===== src/rtl/arbiter.sv =====
//------------------------------------------------------------------------------
// Module   : arbiter
// Brief    : Two-requester registered grant arbiter (Moore FSM) with priority,
//            tie round-robin and a MAX_HOLD fairness limit.
//            Optional preemption by strictly higher priority: ARBITER_PREEMPT_EN.
// Revision : 1.0 - initial release
//------------------------------------------------------------------------------
`default_nettype none

module arbiter #(
  parameter int MAX_HOLD = 8
) (
  input  logic       clk,
  input  logic       rst,
  input  logic       ra,
  input  logic       rb,
  input  logic [1:0] PA,
  input  logic [1:0] PB,
  output logic       ga,
  output logic       gb
);

  typedef enum logic [1:0] {
    IDLE  = 2'd0,
    GNT_A = 2'd1,
    GNT_B = 2'd2
  } state_t;

  localparam int            CW        = (MAX_HOLD > 1) ? $clog2(MAX_HOLD) : 1;
  localparam logic [CW-1:0] HOLD_LAST = (MAX_HOLD > 0) ? CW'(MAX_HOLD - 1) : '0;

  state_t          r_state;
  state_t          w_next;
  logic [CW-1:0]   r_cnt;
  logic [CW-1:0]   w_cnt_next;
  logic            r_last_b;   // 1: B held the most recent grant
  logic            w_hold_hit;
  logic            w_pre_a;    // A preempted by B
  logic            w_pre_b;    // B preempted by A

  always_comb begin
    w_hold_hit = (MAX_HOLD > 0) && (r_cnt == HOLD_LAST);
`ifdef ARBITER_PREEMPT_EN
    w_pre_a = (PB > PA);
    w_pre_b = (PA > PB);
`else
    w_pre_a = 1'b0;
    w_pre_b = 1'b0;
`endif
  end

  always_comb begin
    w_next = r_state;
    case (r_state)
      IDLE: begin
        if (ra && !rb)      w_next = GNT_A;
        else if (rb && !ra) w_next = GNT_B;
        else if (ra && rb) begin
          if (PA > PB)      w_next = GNT_A;
          else if (PB > PA) w_next = GNT_B;
          else              w_next = r_last_b ? GNT_A : GNT_B;
        end
      end
      GNT_A: begin
        if (!ra)                             w_next = rb ? GNT_B : IDLE;
        else if (rb && (w_hold_hit || w_pre_a)) w_next = GNT_B;
      end
      GNT_B: begin
        if (!rb)                             w_next = ra ? GNT_A : IDLE;
        else if (ra && (w_hold_hit || w_pre_b)) w_next = GNT_A;
      end
      default: w_next = IDLE;
    endcase
  end

  // Counts cycles the current owner keeps the grant while the other side waits.
  always_comb begin
    w_cnt_next = '0;
    if ((MAX_HOLD > 0) && (w_next == r_state) &&
        (((r_state == GNT_A) && rb) || ((r_state == GNT_B) && ra)))
      w_cnt_next = r_cnt + 1'b1;
  end

  always_ff @(posedge clk or posedge rst) begin
    if (rst) begin
      r_state  <= IDLE;
      r_cnt    <= '0;
      r_last_b <= 1'b1;
    end else begin
      r_state <= w_next;
      r_cnt   <= w_cnt_next;
      if (w_next == GNT_A)      r_last_b <= 1'b0;
      else if (w_next == GNT_B) r_last_b <= 1'b1;
    end
  end

  assign ga = (r_state == GNT_A);
  assign gb = (r_state == GNT_B);

endmodule

`default_nettype wire


===== config.mk =====
export PLATFORM = sky130hd
export DESIGN_NAME = arbiter
export DESIGN_NICKNAME = d
export VERILOG_FILES = /design/src/rtl/arbiter.sv
export SDC_FILE = /design/constraint.sdc
export NUM_CORES = 1
export LEC_CHECK = 0
export ABC_AREA = 1
export CORE_AREA = 2 2 39 41
export DETAILED_ROUTE_END_ITERATION = 7
export DIE_AREA = 0 0 41 43
export PLACE_DENSITY_LB_ADDON = 0.12
export SLEW_MARGIN = 20
export SYNTH_ARGS = -nofsm -noshare
export SYNTH_HDL_FRONTEND = slang
export SYNTH_SLANG_ARGS = --single-unit

===== constraint.sdc =====
create_clock -name clk -period 2.12 [get_ports clk]
set_input_delay 0.424 -clock clk [delete_from_list [all_inputs] [get_ports clk]]
set_output_delay 0.424 -clock clk [all_outputs]
set_load 0.1 [all_outputs]

---- Word-level counts from Yosys, hierarchy flattened ----
Cells that the tools add are included.
Widths: inputs -> output; s select.
word-level totals
  flip-flop bits (word level) ............. 6
  latch bits .............................. 0
  bits in writable memories ............... 0
  memory bits (read-only) ................. 0
  input port bits ......................... 8
  output and inout bits ................... 2
  word-level logic and storage cells ...... 41
  memories kept ........................... 0
cells by class
  add/subtract/negate cells ............... 1
  multipliers ............................. 0
  divide/modulo/power cells ............... 0
  $lt $le $gt $ge ......................... 2
  equal/unequal tests ..................... 6
  shifts and indexed selects .............. 0
  mux-type cells .......................... 16
  bitwise gates (word level) .............. 0
  reductions and logical operators ........ 13
operators with widths
  kind                 number
  $mux 2               11
  $logic_and 1x1->1    8
  $pmux 2 s3           1
  $eq 2x1->1 const B   2
  $eq 2x2->1 const B   2
  $gt 2x2->1           2
  $add 3x1->3 const B  1
  $eq 3x3->1 const B   1
  $mux 1               3
  $mux 3               1
  $eq 2x2->1           1
  $logic_not 1->1      2
  $logic_not 2->1      1
  $reduce_bool 2->1    1
  $logic_or 1x1->1     1

---- Longest topological paths before layout ----
  depth in word-level cells ............... 10
  gate-level depth with buffers ........... 13
  depth with buffers taken out ............ 13

---- Least setup slack after synthesis ----
Ideal clock, no wire load.
  path kind ............................... register -> register
  start point ............................. reg r_state[0]
  end point ............................... reg r_last_b
  library setup time ...................... 0.079 ns
  arrival time ............................ 2.018 ns
  data required time ...................... 2.041 ns
  setup slack ............................. 0.023 ns
  cell stages (with the launch flop) ...... 8
  buffers on the path ..................... 0
  period minus slack after synthesis ...... 2.097 ns
  cell sequence ........................... dfrtp_1 -> nor2_2 -> nand2_2 -> nor2_1 -> a31oi_1 -> nand2_1 -> ha_1 -> o21ai_0
on the way
  elaborated cells between the ends (all ways) .. 15
  those cells by class .................... eq/ne: 4; mux: 9; reduce/logical: 2
RTL lines
  element                                      line    text
  from (decl)                                  32      state_t r_state;
  from (signal assigned)                       90      r_state <= w_next;
  $eq 2x2->1 (*)                               --
  net gb                                       20      output logic gb
  $pmux 2 s3 (*)                               54      case (r_state)
  net w_next[0]                                33      state_t w_next;
  $eq 2x1->1 or $eq 2x2->1 (tied branches)     92, 93
  $mux 1 or $reduce_bool 2->1 (tied branches)  --
  to (signal assigned)                         88      r_last_b <= 1'b1;
  to (signal assigned)                         92      if (w_next == GNT_A) r_last_b <= 1'b0;
  to (signal assigned)                         93      else if (w_next == GNT_B) r_last_b <= 1'b1;
  to (decl)                                    36      logic r_last_b;
The timed path passes the listed nets; every way through them passes the cells marked *.
A chain may end at the register's enable or synchronous reset.

---- Worst setup path after layout ----
  start point ............................. in PA[1]
  end point ............................... reg r_last_b
on the way
  longest elaborated chain between the ends .. 9
  elaborated cells between the ends (all ways) .. 12
  those cells by class .................... order compare: 2; eq/ne: 2; mux: 7; reduce/logical: 1
RTL lines
  element                                      line    text
  from (decl)                                  17      input logic [1:0] PA,
  $gt 2x2->1                                   60      else if (PB > PA) w_next = GNT_B;
  $mux 2                                       60
  $mux 2 (*)                                   59      if (PA > PB) w_next = GNT_A;
  $mux 2 (*)                                   58      else if (ra && rb) begin
  $mux 2 (*)                                   57      else if (rb && !ra) w_next = GNT_B;
  $mux 2 (*)                                   56      if (ra && !rb) w_next = GNT_A;
  $pmux 2 s3 (*)                               54
  net w_next[0]                                33
  $eq 2x1->1 or $eq 2x2->1 (tied branches)     92, 93
  $mux 1 or $reduce_bool 2->1 (tied branches)  --
Marked as above.

==> flow_metrics.env <==
export IMPL_status="completed"
export IMPL_synth_fp_nets=75
export IMPL_endpoint_kind="flip-flop"
export IMPL_leakage_nw=0.321
export IMPL_crit_arrival_ns=2.04
export IMPL_cap_viol_max_count=0
export IMPL_crit_fanout=2
export IMPL_grt_use_total_pct=12.0
export IMPL_relSlewSlack_pct=82.9
export IMPL_p_int_mw=0.388
export IMPL_coreArea_um2=1380
export IMPL_floorplan_rows=14
export IMPL_syn_to_final_growth_pct=35.1
export IMPL_initial_utilization_pct=32.2
export IMPL_rr_endpoint="r_last_b"
export IMPL_power_density_nw_per_um2=1240
export IMPL_clock_latency_ns=0.25
export IMPL_synth_top_area_cell="dfrtp_1"
export IMPL_min_period_ns=1.87
export IMPL_use_met2_pct=15.6
export IMPL_place_gp_congestion=0.687
export IMPL_setup_viol=0
export IMPL_seq_area_frac_synth_pct=34.0
export IMPL_peakVddDrop_mv=0.519
export IMPL_yosys_top_cells_area="dfrtp_1, ha_1, nand2_1"
export IMPL_htreeDepth=1
export IMPL_boundaryPins=10
export IMPL_nets=89
export IMPL_grt_max_degree=8
export IMPL_cts_setup_buffers=0
export IMPL_grt_busiest_layer="met1"
export IMPL_drt_initial_drc_count=2
export IMPL_r2r_start="r_cnt[0]"
export IMPL_vias_per_cell=4.26
export IMPL_swShare_pct=48.0
export IMPL_avgSynthCellArea_um2=7.18
export IMPL_routedWlPerCell_um=8.60
export IMPL_hpwl_um=590
export IMPL_reg2reg_depth=8
export IMPL_rsz0062_at_grt="false"
export IMPL_worstMarginPinSlew_ns=0.256
export IMPL_globalRouteMet3Util_pct=3.14
export IMPL_path_class="input port to flip-flop"
export IMPL_die_w_um=41
export IMPL_grt_pass1_vias=374
export IMPL_reg2reg_slack_ns=0.33
export IMPL_drc=0
export IMPL_overflow=0
export IMPL_cts_tree="done"
export IMPL_synth_top_cell_area_share_pct=28.1
export IMPL_syn_area_um2=445
export IMPL_clock_sinks=6
export IMPL_cts_resized=0
export IMPL_setup_tns_final_ns=0
export IMPL_hold_viol_final=0
export IMPL_min_period_over_period_pct=88.3
export IMPL_cts_buffers=3
export IMPL_cts_hold_buffers=0
export IMPL_syn_inst=62
export IMPL_clock_power_share_pct=15.5
export IMPL_die_h_um=43
export IMPL_cts_root_buf="clkbuf_4"
export IMPL_startpoint_type="input port"
export IMPL_drive_gt1_share_pct=24.0
export IMPL_cp_required_ns=2.29
export IMPL_power_total_mw=0.746
export IMPL_drt_wl_total_um=783
export IMPL_numPortBuffers=9
export IMPL_switching_power_mw=0.358
export IMPL_first_pass_iters=2
export IMPL_skew_ns=0.00698
export IMPL_hold_path_class="input port to async pin"
export IMPL_grt_pass1_wl_mm=1.42
export IMPL_clk_pin_slew_ns=0.05
export IMPL_dp_cells=87
export IMPL_grt_use_met1_pct=16.8
export IMPL_report_final_slew_viol_count=0
export IMPL_ys_ff_latch=6
export IMPL_ys_warn_count=0
export IMPL_drtAntennaViolNets=0
export IMPL_die_area_um2=1760
export IMPL_final_cell_count_no_fill=91
export IMPL_seqPwrFrac_pct=26.8
export IMPL_synth_distinct_cells=17
export IMPL_fmax_ghz=0.534
export IMPL_p_comb_share_pct=57.7
export IMPL_clockBufferDepth=2
export IMPL_diodes=0
export IMPL_grt_antenna_before_repair=0
export IMPL_num_vias=388
==> power groups by stage <==
stage	combinational, mW	sequential [mW]	clock [mW]
2_1_floorplan	0.306	0.193	0
3_3_place_gp	0.432	0.202	0
3_5_place_dp	0.432	0.201	0
4_1_cts	0.434	0.199	0.122
5_1_grt	0.477	0.205	0.129
6_report	0.430	0.200	0.116
==> state kept, by name (all words and copies together), names as in the netlist <==
register and flops:
r_cnt 3, r_state 2, r_last_b 1
==> worst max-delay path by stage <==
stage	startpoint	end	depth (start not counted)
detailed placement	PA[1]	r_last_b	12
finish	PA[1]	r_last_b	12
global placement	PA[1]	r_last_b	12
floorplan	r_state[0]	r_last_b	7
global route	PA[1]	r_last_b	12
CTS	PA[1]	r_last_b	12
==> synthesized netlist by cell type <==
cell      number
nor3_1         1
dfrtp_1        5
nand2_1       13
nor2_2         4
o21ai_1        1
inv_1         10
a21oi_2        1
inv_2          4
clkinv_1       1
dfstp_2        1
a31oi_1        2
nor2_1         6
nand3_2        1
o21ai_0        1
nand2_2        2
ha_1           5
nand3_1        4
==> worst max-delay path: stages <==
cell	delay, ns
clkdlybuf4s50_1	0.45
inv_1	0.04
ha_1	0.28
nand2_1	0.05
nand2_1	0.05
nand2_1	0.04
nand2_1	0.07
nand2_1	0.05
nand3_1	0.06
nand2_1	0.07
ha_1	0.31
o21ai_0	0.15
==> layer usage <==
metal | wire length, um | vias up
li1 | - | 216
met1 | 385 | 159
met2 | 337 | 9
met3 | 38 | 4
met4 | 22 | 0
met5 | 0 | -
==> through the flow <==
step | cell area [um2] | setup slack (ns) | util, % | hold WS (ns)
floorplan | 445 | 0.0229 | - | 0.214
global placement | 576 | 0.0141 | 41.6 | 0.432
detailed placement | 576 | -0.00836 | 41.6 | 0.434
CTS | 602 | 0.245 | 43.5 | 0.384
global route | 602 | 0.0559 | 43.5 | 0.429
finish | 602 | 0.247 | 43.5 | 0.383
==> layout by cell type, fill, tap and decap left out, types with 2 or more instances in the layout <==
cell             netlist  routed
nand2_1               13      13
dfrtp_1                5       5
ha_1                   5       5
buf_12                 0       2
clkdlybuf4s50_1        0       7
nand2_2                2       2
inv_1                 10      10
nand3_1                4       4
inv_2                  4       4
nor2_1                 6       6
nor2_2                 4       4
clkbuf_4               0       3
a31oi_1                2       2
==> kinds of logic (layout without fill, tap and decap cells) <==
logic type / count (synthesis) / count (layout) / share of synthesized area, %
AOI/OAI and AO/OA: 5 / 5 / 7.02
adders and majority gates: 5 / 5 / 14.0
buffers and inverters: 15 / 28 / 12.6
DFF: 6 / 6 / 34.0
and+or+nand+nor: 31 / 31 / 32.3
==> final cells by class <==
cell class | count | area (um2)
fillers | 139 | 782
multi-input cells | 41 | 238
flip-flops and latches | 6 | 151
repair buffers | 9 | 110
inverters | 15 | 56.3
clock buffers | 4 | 26.3
well taps | 16 | 20.0
No activity file was read; power rests on OpenSTA's default activity.
